==> src/rtl/count_capture_pkg.sv <==
// Shared widths and the capture entry layout for the count capture FIFO.
package count_capture_pkg;
   localparam int WIDTH_DEF  = 32;
   localparam int DROP_CNT_W = 16;

   typedef struct packed {
      logic [WIDTH_DEF-1:0] stamp;
      logic [WIDTH_DEF-1:0] delta;
   } cap_entry_t;
endpackage

==> src/rtl/count_fifo.sv <==
// Generic synchronous FIFO with exact occupancy count and a registered head entry.
module count_fifo #(
   parameter int W     = 64,
   parameter int DEPTH = 8
) (
   input  logic                   clk,
   input  logic                   rst,
   input  logic                   push,
   input  logic [W-1:0]           din,
   input  logic                   pop,
   output logic [W-1:0]           head,
   output logic                   full,
   output logic                   empty,
   output logic [$clog2(DEPTH):0] level
);
   localparam int AW = $clog2(DEPTH);
   localparam logic [AW:0] FULL_LVL = (AW+1)'(DEPTH);
   localparam logic [AW:0] ONE_LVL  = (AW+1)'(1);

   logic [W-1:0]  mem [DEPTH];
   logic [AW-1:0] rd_ptr;
   logic [AW-1:0] wr_ptr;
   logic [AW-1:0] rd_inc;
   logic [AW:0]   cnt;
   logic          do_push;
   logic          do_pop;

   assign full   = (cnt == FULL_LVL);
   assign empty  = (cnt == '0);
   assign level  = cnt;
   assign rd_inc = rd_ptr + AW'(1);

   // Push into a full FIFO is legal only when the head leaves on the same edge.
   always_comb begin
      do_pop  = pop && !empty;
      do_push = push && (!full || do_pop);
   end

   // Storage array; no reset needed since occupancy gates every read.
   always_ff @(posedge clk) begin
      if (do_push) begin
         mem[wr_ptr] <= din;
      end
   end

   // Pointers, occupancy and the registered head entry.
   always_ff @(posedge clk or posedge rst) begin
      if (rst) begin
         rd_ptr <= '0;
         wr_ptr <= '0;
         cnt    <= '0;
         head   <= '0;
      end else begin
         if (do_push) begin
            wr_ptr <= wr_ptr + AW'(1);
         end
         if (do_pop) begin
            rd_ptr <= rd_inc;
         end
         case ({do_push, do_pop})
            2'b10:   cnt <= cnt + ONE_LVL;
            2'b01:   cnt <= cnt - ONE_LVL;
            default: cnt <= cnt;
         endcase
         // Head follows the next entry; when the queue drains it keeps the last value.
         if (do_pop) begin
            if (cnt == ONE_LVL) begin
               if (do_push) begin
                  head <= din;
               end
            end else begin
               head <= mem[rd_inc];
            end
         end else if (do_push && empty) begin
            head <= din;
         end
      end
   end
endmodule

==> src/rtl/count_capture_fifo.sv <==
// Timestamps trigger events with the upstream count, computes the inter-event
// interval and queues {stamp, delta} pairs; counts events lost to a full queue.
module count_capture_fifo
   import count_capture_pkg::*;
#(
   parameter int WIDTH     = WIDTH_DEF,
   parameter int DEPTH     = 8,
   parameter int EDGE_MODE = 1
) (
   input  logic                   clk,
   input  logic                   rst,
   input  logic [WIDTH-1:0]       count,
   input  logic                   trig,
   input  logic                   clr_ovf,
   input  logic                   out_ready,
   output logic                   out_valid,
   output logic [WIDTH-1:0]       out_stamp,
   output logic [WIDTH-1:0]       out_delta,
   output logic [$clog2(DEPTH):0] level,
   output logic                   overflow,
   output logic [DROP_CNT_W-1:0]  drop_cnt
);
   localparam logic [DROP_CNT_W-1:0] DROP_MAX = {DROP_CNT_W{1'b1}};

   logic               trig_q;
   logic               first;
   logic [WIDTH-1:0]   last_stamp;
   logic               cap_event;
   logic               pop;
   logic               accept;
   logic               drop;
   logic               fifo_full;
   logic               fifo_empty;
   logic [WIDTH-1:0]   delta;
   logic [2*WIDTH-1:0] head;

   // Event qualification and accept/drop decision against current occupancy.
   always_comb begin
      if (EDGE_MODE != 0) begin
         cap_event = trig && !trig_q;
      end else begin
         cap_event = trig;
      end
      pop    = out_valid && out_ready;
      accept = cap_event && (!fifo_full || pop);
      drop   = cap_event && fifo_full && !pop;
      if (first) begin
         delta = '0;
      end else begin
         delta = count - last_stamp;
      end
   end

   count_fifo #(
      .W     (2*WIDTH),
      .DEPTH (DEPTH)
   ) u_fifo (
      .clk   (clk),
      .rst   (rst),
      .push  (accept),
      .din   ({count, delta}),
      .pop   (pop),
      .head  (head),
      .full  (fifo_full),
      .empty (fifo_empty),
      .level (level)
   );

   assign out_valid = !fifo_empty;
   assign out_stamp = head[2*WIDTH-1:WIDTH];
   assign out_delta = head[WIDTH-1:0];

   // Interval reference only advances on accepted events, so drops widen the next delta.
   always_ff @(posedge clk or posedge rst) begin
      if (rst) begin
         trig_q     <= 1'b0;
         first      <= 1'b1;
         last_stamp <= '0;
      end else begin
         trig_q <= trig;
         if (accept) begin
            last_stamp <= count;
            first      <= 1'b0;
         end
      end
   end

   // Drop accounting; a drop in the clear cycle takes priority over the clear.
   always_ff @(posedge clk or posedge rst) begin
      if (rst) begin
         overflow <= 1'b0;
         drop_cnt <= '0;
      end else if (drop) begin
         overflow <= 1'b1;
         if (clr_ovf) begin
            drop_cnt <= DROP_CNT_W'(1);
         end else if (drop_cnt != DROP_MAX) begin
            drop_cnt <= drop_cnt + DROP_CNT_W'(1);
         end
      end else if (clr_ovf) begin
         overflow <= 1'b0;
         drop_cnt <= '0;
      end
   end
endmodule

==> config.mk <==
export PLATFORM = sky130hd
export DESIGN_NAME = count_capture_fifo
export DESIGN_NICKNAME = d
export VERILOG_FILES = /design/src/rtl/count_capture_pkg.sv /design/src/rtl/count_fifo.sv /design/src/rtl/count_capture_fifo.sv
export SDC_FILE = /design/constraint.sdc
export NUM_CORES = 1
export LEC_CHECK = 0
export CORE_ASPECT_RATIO = 0.5
export CORE_MARGIN = 3
export CORE_UTILIZATION = 38
export DETAILED_ROUTE_END_ITERATION = 6
export PLACE_DENSITY = 0.65
export SLEW_MARGIN = 20
export SYNTH_ARGS = -nofsm -noshare
export SYNTH_HDL_FRONTEND = slang
export SYNTH_SLANG_ARGS = --single-unit
==> constraint.sdc <==
create_clock -name clk -period 11.05 [get_ports clk]
set_input_delay 2.21 -clock clk [delete_from_list [all_inputs] [get_ports clk]]
set_output_delay 2.21 -clock clk [all_outputs]
set_load 0.1 [all_outputs]
==> summary.txt <==
Outcome
  • Status: finished clean

Finish
  • FF/Latch Area: 0.01851 sq mm
  • Filler Cell Count: 5969
  • Layout net count: 1923
  • Most frequent cells in the layout: edfxtp_1 (512), nand2_1 (247), a21oi_1 (142)
  • Layout cells sized above 1: 0.1447
  • Ant. Diodes: 0
  • Multi-input logic area: 0.007642 sq mm
  • Area growth, synth to finish: 15.46%
  • Commonest non-fill, non-tap cell in the layout: edfxtp_1
  • Final Instance Area: 0.03070 sq mm

Synthesis
  • Avg Cell Area, Syn: 15.39 sq um
  • Mapped Nets: 1806
  • Synthesized area: 0.02659 sq mm
  • Ys flop type: edfxtp_1
  • Ys async rst share: 0.1962
  • XOR/XNOR share of the synthesized area: 0.01614
  • Largest family of logic cells by synthesized area: multiplexers
  • Sequential area share after synthesis: 0.6958
  • Compound-cell area share of the yosys netlist: 0.07265
  • Adder-Cell Fraction of Synth Area: 0.01957
  • Synthesized flop and latch total: 637
  • EDFF count, synth: 512
  • Synth Area in Simple Gates: 0.06479
  • Mux share of post-synthesis cell area: 0.1102
  • Cells after synthesis: 1728
  • Post-synth cell types: 75
  • Ys Warns: 0

Power and ir drop
  • Pwr Density: 291.3 mW/mm^2
  • Worst VDD drop: 265.0 uV
  • Lkg Pwr: 0.01049 uW

Timing
  • Min Tclk post-route: 5529 ps
  • Clock skew: 23.00 ps
  • F_max: 180.9 MHz
  • Hold Fails Final Rpt: 0
  • Setup violations, final: 0
  • Slew Viols, Final: 0
  • Setup ws final: 5521 ps
  • Setup tns final: 0 ps
  • Slew @ Worst Pin: 1114 ps
  • Worst rel slew slack: 0.2540
  • RSZ-0062 raised after global routing: false
  • Final period util: 0.5004

GRT
  • Largest net degree at the start of global routing: 78
  • GR Overflow Total: 0
  • Number of antenna violations at the first check in global routing: 0
  • First-pass GRT wire length: 91140 microns
  • GR Util All Layers: 0.1590
  • Vias in the first global route: 15330

Setup path
  • RR Endpoint: u_fifo.mem[4][53]
  • Critical path class: in -> reg
  • Crit path max fanout: 67
  • Setup crit end kind: flip-flop
  • Critical path arrival: 5740 ps
  • Reg2Reg Setup Slack: 6940 ps
  • CP Launch Type: input pin
  • Critical R2R Launch: u_fifo.level[0]
  • Worst reg-to-reg path cell count: 8
  • Worst EP required: 11270 ps

Clocking
  • Post-CTS Resized: 0
  • CTS tree: built
  • Root Driver: clkbuf_16
  • Post-CTS Hold Fix Bufs: 0
  • Later-pin clock latency in the skew report: 610 ps
  • CTS sink cnt: 637
  • Cts bufs inserted: 59
  • CTS H-tree lvls: 2
  • Reg clk slew, reported paths: 60 ps
  • CTS max path bufs: 3
  • Post-CTS Setup Inserts: 0

Hold path
  • Hold path cells: 2
  • Worst Hold Path EP: u_fifo.head[34]
  • Hold wc startpoint: u_fifo.head[34]
  • Hold WC Path Type: reg -> reg

Floorplan
  • Die Area: 0.07339 sq mm
  • Die X: 380.1 microns
  • Placeable Area: 0.06807 sq mm
  • Die H: 193.1 microns
  • Starting density of the core: 0.3907
  • Core Rows: 67
  • IO Pins: 123

Placed design
  • IO Port Bufs: 122
  • DP Worst Slack: 4872 ps
  • Area post-placement: 0.02888 sq mm
  • Post-DP HPWL: 33260 microns
  • Final Wtd Congestion: 0.7858

Route
  • Vias: 14990
  • TritonRoute pass-1 iters: 5
  • ANT nets after route: 0
  • Vias per cell: 5.308
  • Iter 0 DRT Violations: 1264
  • Avg WL per Cell: 20.67 microns
  • Aggregate routed wire length: 58390 microns
  • Drt drc: 0

Run
  • Max Cap Viol: 0
routing by layer:
| layer | global-route usage | part of all wire | wire, microns | vias to the layer above |
|---|---|---|---|---|
| met5 | 0 | 0 | 0 | - |
| li1 | - | - | - | 6794 |
| met4 | 0.03804 | 0.017 | 970 | 0 |
| met1 | 0.2196 | 0.44 | 25870 | 7751 |
| met3 | 0.02359 | 0.051 | 2986 | 78 |
| met2 | 0.2690 | 0.49 | 28560 | 371 |
power by group:
group / switching, uW / internal (uW) / total, uW
Combinational: 2500 / 1250 / 3740
Clock: 851 / 1070 / 1930
Sequential: 215 / 3060 / 3270
cell usage after synthesis (all sizes together), types with 2 or more instances:
cell	number	area share
buf	30	0.0060
xor2	22	0.0072
a21o	9	0.0025
a311oi	3	0.0012
a221oi	2	0.00066
and3	6	0.0015
clkbuf	59	0.0085
o211ai	8	0.0026
a221o	5	0.0019
and2	6	0.0015
mux4	128	0.11
o31a	3	0.00099
a211o	2	0.00066
nand4	5	0.0012
nand2	248	0.035
inv	45	0.0064
o21bai	5	0.0016
o41ai	3	0.0013
nor2b	4	0.00094
o31ai	5	0.0018
a31oi	11	0.0026
o21ai	114	0.022
nor4b	2	0.00066
dfrtp	124	0.12
ha	40	0.019
o21a	2	0.00056
a21boi	3	0.00085
mux2	3	0.0014
nor3b	3	0.00085
a211oi	3	0.00085
nor2	79	0.011
xnor2	27	0.0089
nand3	18	0.0034
edfxtp	512	0.58
nor4	2	0.00071
a21oi	146	0.028
nor3	15	0.0030
nand2b	11	0.0026
through the flow:
stage | total power [uW] | hold WS [ps] | util | instances
floorplan | 6077 | 466.8 | - | 1728
global placement | 7054 | 462.2 | 0.4243 | 2715
detailed placement | 7099 | 469.9 | 0.4243 | 2715
CTS | 9026 | 484.2 | 0.4510 | 2825
global route | 9396 | 501.1 | 0.4511 | 2825
finish | 8943 | 476.7 | 0.4511 | 2825
how the worst max path moves through the flow:
stage / startpoint / endpoint / slack (ps) / cells past startpoint
after detailed placement: out_ready / u_fifo.mem[3][31] / 4870 / 7
after CTS: out_ready / u_fifo.mem[4][52] / 5510 / 7
final: out_ready / u_fifo.mem[4][53] / 5520 / 7
after floorplan: trig / u_fifo.mem[2][0] / 870 / 5
after global placement: out_ready / u_fifo.mem[1][29] / 4950 / 7
after global routing: out_ready / u_fifo.mem[4][55] / 5280 / 7
cell type report:
type	instances	area share
Clock buffer	88	0.05497
Clock inverter	22	0.004238
Inverter	45	0.005664
Multi-Input combinational cell	957	0.2489
Sequential cell	637	0.6028
Tap cell	931	0.03794
Timing Repair Buffer	145	0.04552
registers in the layout, indices dropped and copies added (netlist names):
name,cells
u_fifo.mem,512
u_fifo.head,64
last_stamp,32
drop_cnt,16
u_fifo.level,4
u_fifo.rd_ptr,3
u_fifo.wr_ptr,3
first,1
overflow,1
trig_q,1
critical path: stages:
cell and delay (ps):
clkdlybuf4s50_1 590, nand4bb_1 160, and2_2 150, buf_4 520
inv_1 400, nor4b_2 790, buf_4 860
logic make-up (layout without fill, tap and decap cells):
family | Yosys count | in the layout
flops | 637 | 637
simple gates | 405 | 405
compound gates | 330 | 330
buf+inv | 134 | 300
mux | 132 | 132
xor+xnor | 49 | 49
fa+ha+maj | 41 | 41
Power figures use the tool's default switching activity.
==> patch (same flow settings) <==
`DEPTH` is set to 8 in 2 places; all go to 16.
--- a/src/rtl/count_fifo.sv
+++ b/src/rtl/count_fifo.sv
@@ -1,7 +1,7 @@
 // Generic synchronous FIFO with exact occupancy count and a registered head entry.
 module count_fifo #(
    parameter int W     = 64,
-   parameter int DEPTH = 8
+   parameter int DEPTH = 16
 ) (
    input  logic                   clk,
    input  logic                   rst,
--- a/src/rtl/count_capture_fifo.sv
+++ b/src/rtl/count_capture_fifo.sv
@@ -4,7 +4,7 @@
    import count_capture_pkg::*;
 #(
    parameter int WIDTH     = WIDTH_DEF,
-   parameter int DEPTH     = 8,
+   parameter int DEPTH     = 16,
    parameter int EDGE_MODE = 1
 ) (
    input  logic                   clk,
Ports: changed (resized level); port bits go from 123 to 124. No check against the original RTL was run, so the function may have changed too.
==> patch against the original RTL <==
Total power grew 70%; sequential cell count up 515; register-to-register slack worse by 1.0 ns; fmax is 8.6% lower; area after synthesis grew 76%; worst setup slack worse by 0.52 ns; routed wire length grew 95%; cell area up 74%; highest routed layer unchanged.
==> patch: results (changes against the original RTL) <==
Synth cell types -> 77 (+2.7%)
Clk slew on worst S/H paths -> 0.06 ns (about the same)
Latest clock arrival within the worst-skew pair -> 0.69 ns (+0.08 ns)
Global-route wire length before repair -> 168,000 um (+84%)
Hold path startpoint -> u_fifo.head[15]
Global-route usage over all layers -> 17.8% (+1.9 points)
P_leak -> 17.4 nW (+66%)
Worst Hold Class -> reg -> reg
Post-CTS Setup Inserts -> 0 (unchanged)
Commonest cells post-synth -> 1,024 x edfxtp_1, 303 x mux4_2, 157 x nand2_1
Post-CTS Resized -> 0 (unchanged)
Worst path arrival time -> 6.40 ns (+0.66 ns)
Router iterations before antenna repair -> 5 (unchanged)
Crit-path max FO -> 17 (-75%)
Wire per inst -> 26.4 um (+28%)
Hold buffers post-CTS -> 0 (unchanged)
Top_reg_cell synth -> edfxtp_1
Initial DRC count -> 2,631 (+110%)
Layout cells sized above 1 -> 21.7% (+7.2 points)
Initial antenna violation count -> 2 (+2)
Register area share after synthesis -> 72.7% (+3.2 points)
HPWL Detailed -> 61,500 um (+85%)
Port Buf Inserts -> 123 (+0.82%)
Clk root buf -> clkbuf_16
Gr ovfl total -> 0 (unchanged)
CTS buffer count -> 108 (+83%)
Post-synth EDFFs -> 1,024 (+100%)
Worst reg2reg startpoint -> u_fifo.rd_ptr[0]
Top post-synthesis cells by area -> edfxtp_1 66%, mux4_2 15%, dfrtp_1 6.8%
Synth warn -> 0 (unchanged)
Bufs on Longest Clock Path -> 3 (unchanged)
Syn Nets -> 2,520 (+40%)
Internal -> 0.00979 W (+82%)
Die W -> 502 um (+32%)
Async SR Flop Fraction -> 11.1% (-8.5 points)
Worst slew pin tran -> 1.10 ns (-0.0182 ns)
Vias -> 24,300 (+62%)
Biggest regs -> u_fifo.mem (1024), u_fifo.head (64), last_stamp (32)
Crit path from -> count[0]
Global placement routability congestion -> 0.882 (+12%)
Worst Clk Skew -> 0.0254 ns (+0.00236 ns)
Peak VDD IR -> 0.213 mV (-19%)
Status -> finished clean
CTS HTree Levels -> 3 (+1)
Largest net degree at the start of global routing -> 103 (+32%)
Total Nets Final -> 2,679 (+39%)
-- patch: cell types whose count changed after synthesis, moves of 11 or more --
cell | unedited run | this run
mux2i_1 | 1 | 29
nor2b_1 | 4 | 18
nor2_1 | 78 | 111
a211oi_1 | 3 | 21
buf_2 | 23 | 40
and3_1 | 5 | 16
nand2_1 | 247 | 157
edfxtp_1 | 512 | 1024
o21ai_0 | 106 | 64
a31oi_1 | 11 | 45
mux4_2 | 128 | 303
a21oi_1 | 142 | 48
and2_1 | 3 | 15
-- patch: kinds of logic after synthesis --
group | synth area share [%]
AOI/OAI and AO/OA | 3.70
xor gates and xnor gates | 0.914
adders and majority gates | 1.20
buffers and inverters | 1.86
DFF | 72.7
muxes | 15.5
and+or+nand+nor | 4.09
-- patch: through the flow --
step | utilization, % | setup WS [ns] | instance area, sq um | total power, W | std cells
finish | 44.0 | 5.00 | 53400 | 0.0152 | 4305
global route | 44.0 | 4.75 | 53300 | 0.0158 | 4304
CTS | 44.0 | 5.12 | 53300 | 0.0153 | 4304
detailed placement | 41.1 | 4.39 | 49800 | 0.0116 | 4098
global placement | 41.1 | 4.64 | 49800 | 0.0115 | 4098
floorplan | - | 5.43 | 46700 | 0.00999 | 2439
-- patch: cell type report --
type,instances,area (sq um)
tap,1610,2010
antenna,1,2.50
clock inverter,55,529
timing repair buffer,178,1650
fill,10200,67900
sequential,1152,34000
clock buffer,151,3030
multi-input combinational,1110,12000
inverter,48,185
-- patch: layer usage --
layer  wire (um)  up-vias  global-route usage, %  part of all wire [%]
met3        7840      175                   2.61                   6.9
met1       48500    13000                   25.5                    43
met5           0        -                      0                     0
li1            -    10200                      -                     -
met2       54700      927                   28.8                    48
met4        2610        0                   4.57                   2.3
-- patch: final timing paths --
kind | to | slack, ns | cells after the start
min reg2reg | u_fifo.head[15] | 0.50 | 2
min | u_fifo.head[15] | 0.50 | 2
max in group asynchronous | u_fifo.rd_ptr[0] | 7.43 | 3
max reg2reg | u_fifo.head[13] | 5.91 | 9
max | u_fifo.mem[5][24] | 5.00 | 12
min in group asynchronous | u_fifo.head[8] | 2.03 | 2
-- patch: power groups by stage --
stage / clock network, W / logic [W] / registers [W]
floorplan: 0 / 0.00349 / 0.00650
global placement: 0 / 0.00583 / 0.00570
detailed placement: 0 / 0.00586 / 0.00572
CTS: 0.00378 / 0.00589 / 0.00563
global route: 0.00396 / 0.00619 / 0.00566
finish: 0.00373 / 0.00583 / 0.00562
-- patch: critical path, stage by stage --
cell,delay (ns)
clkdlybuf4s50_1,0.81
inv_1,0.28
ha_1,0.28
fa_1,0.40
nor2b_1,0.21
o2111ai_1,0.18
a21boi_1,0.36
nor3_2,0.15
o31ai_2,0.34
a31oi_1,0.21
xor2_1,0.21
nor2_1,0.73
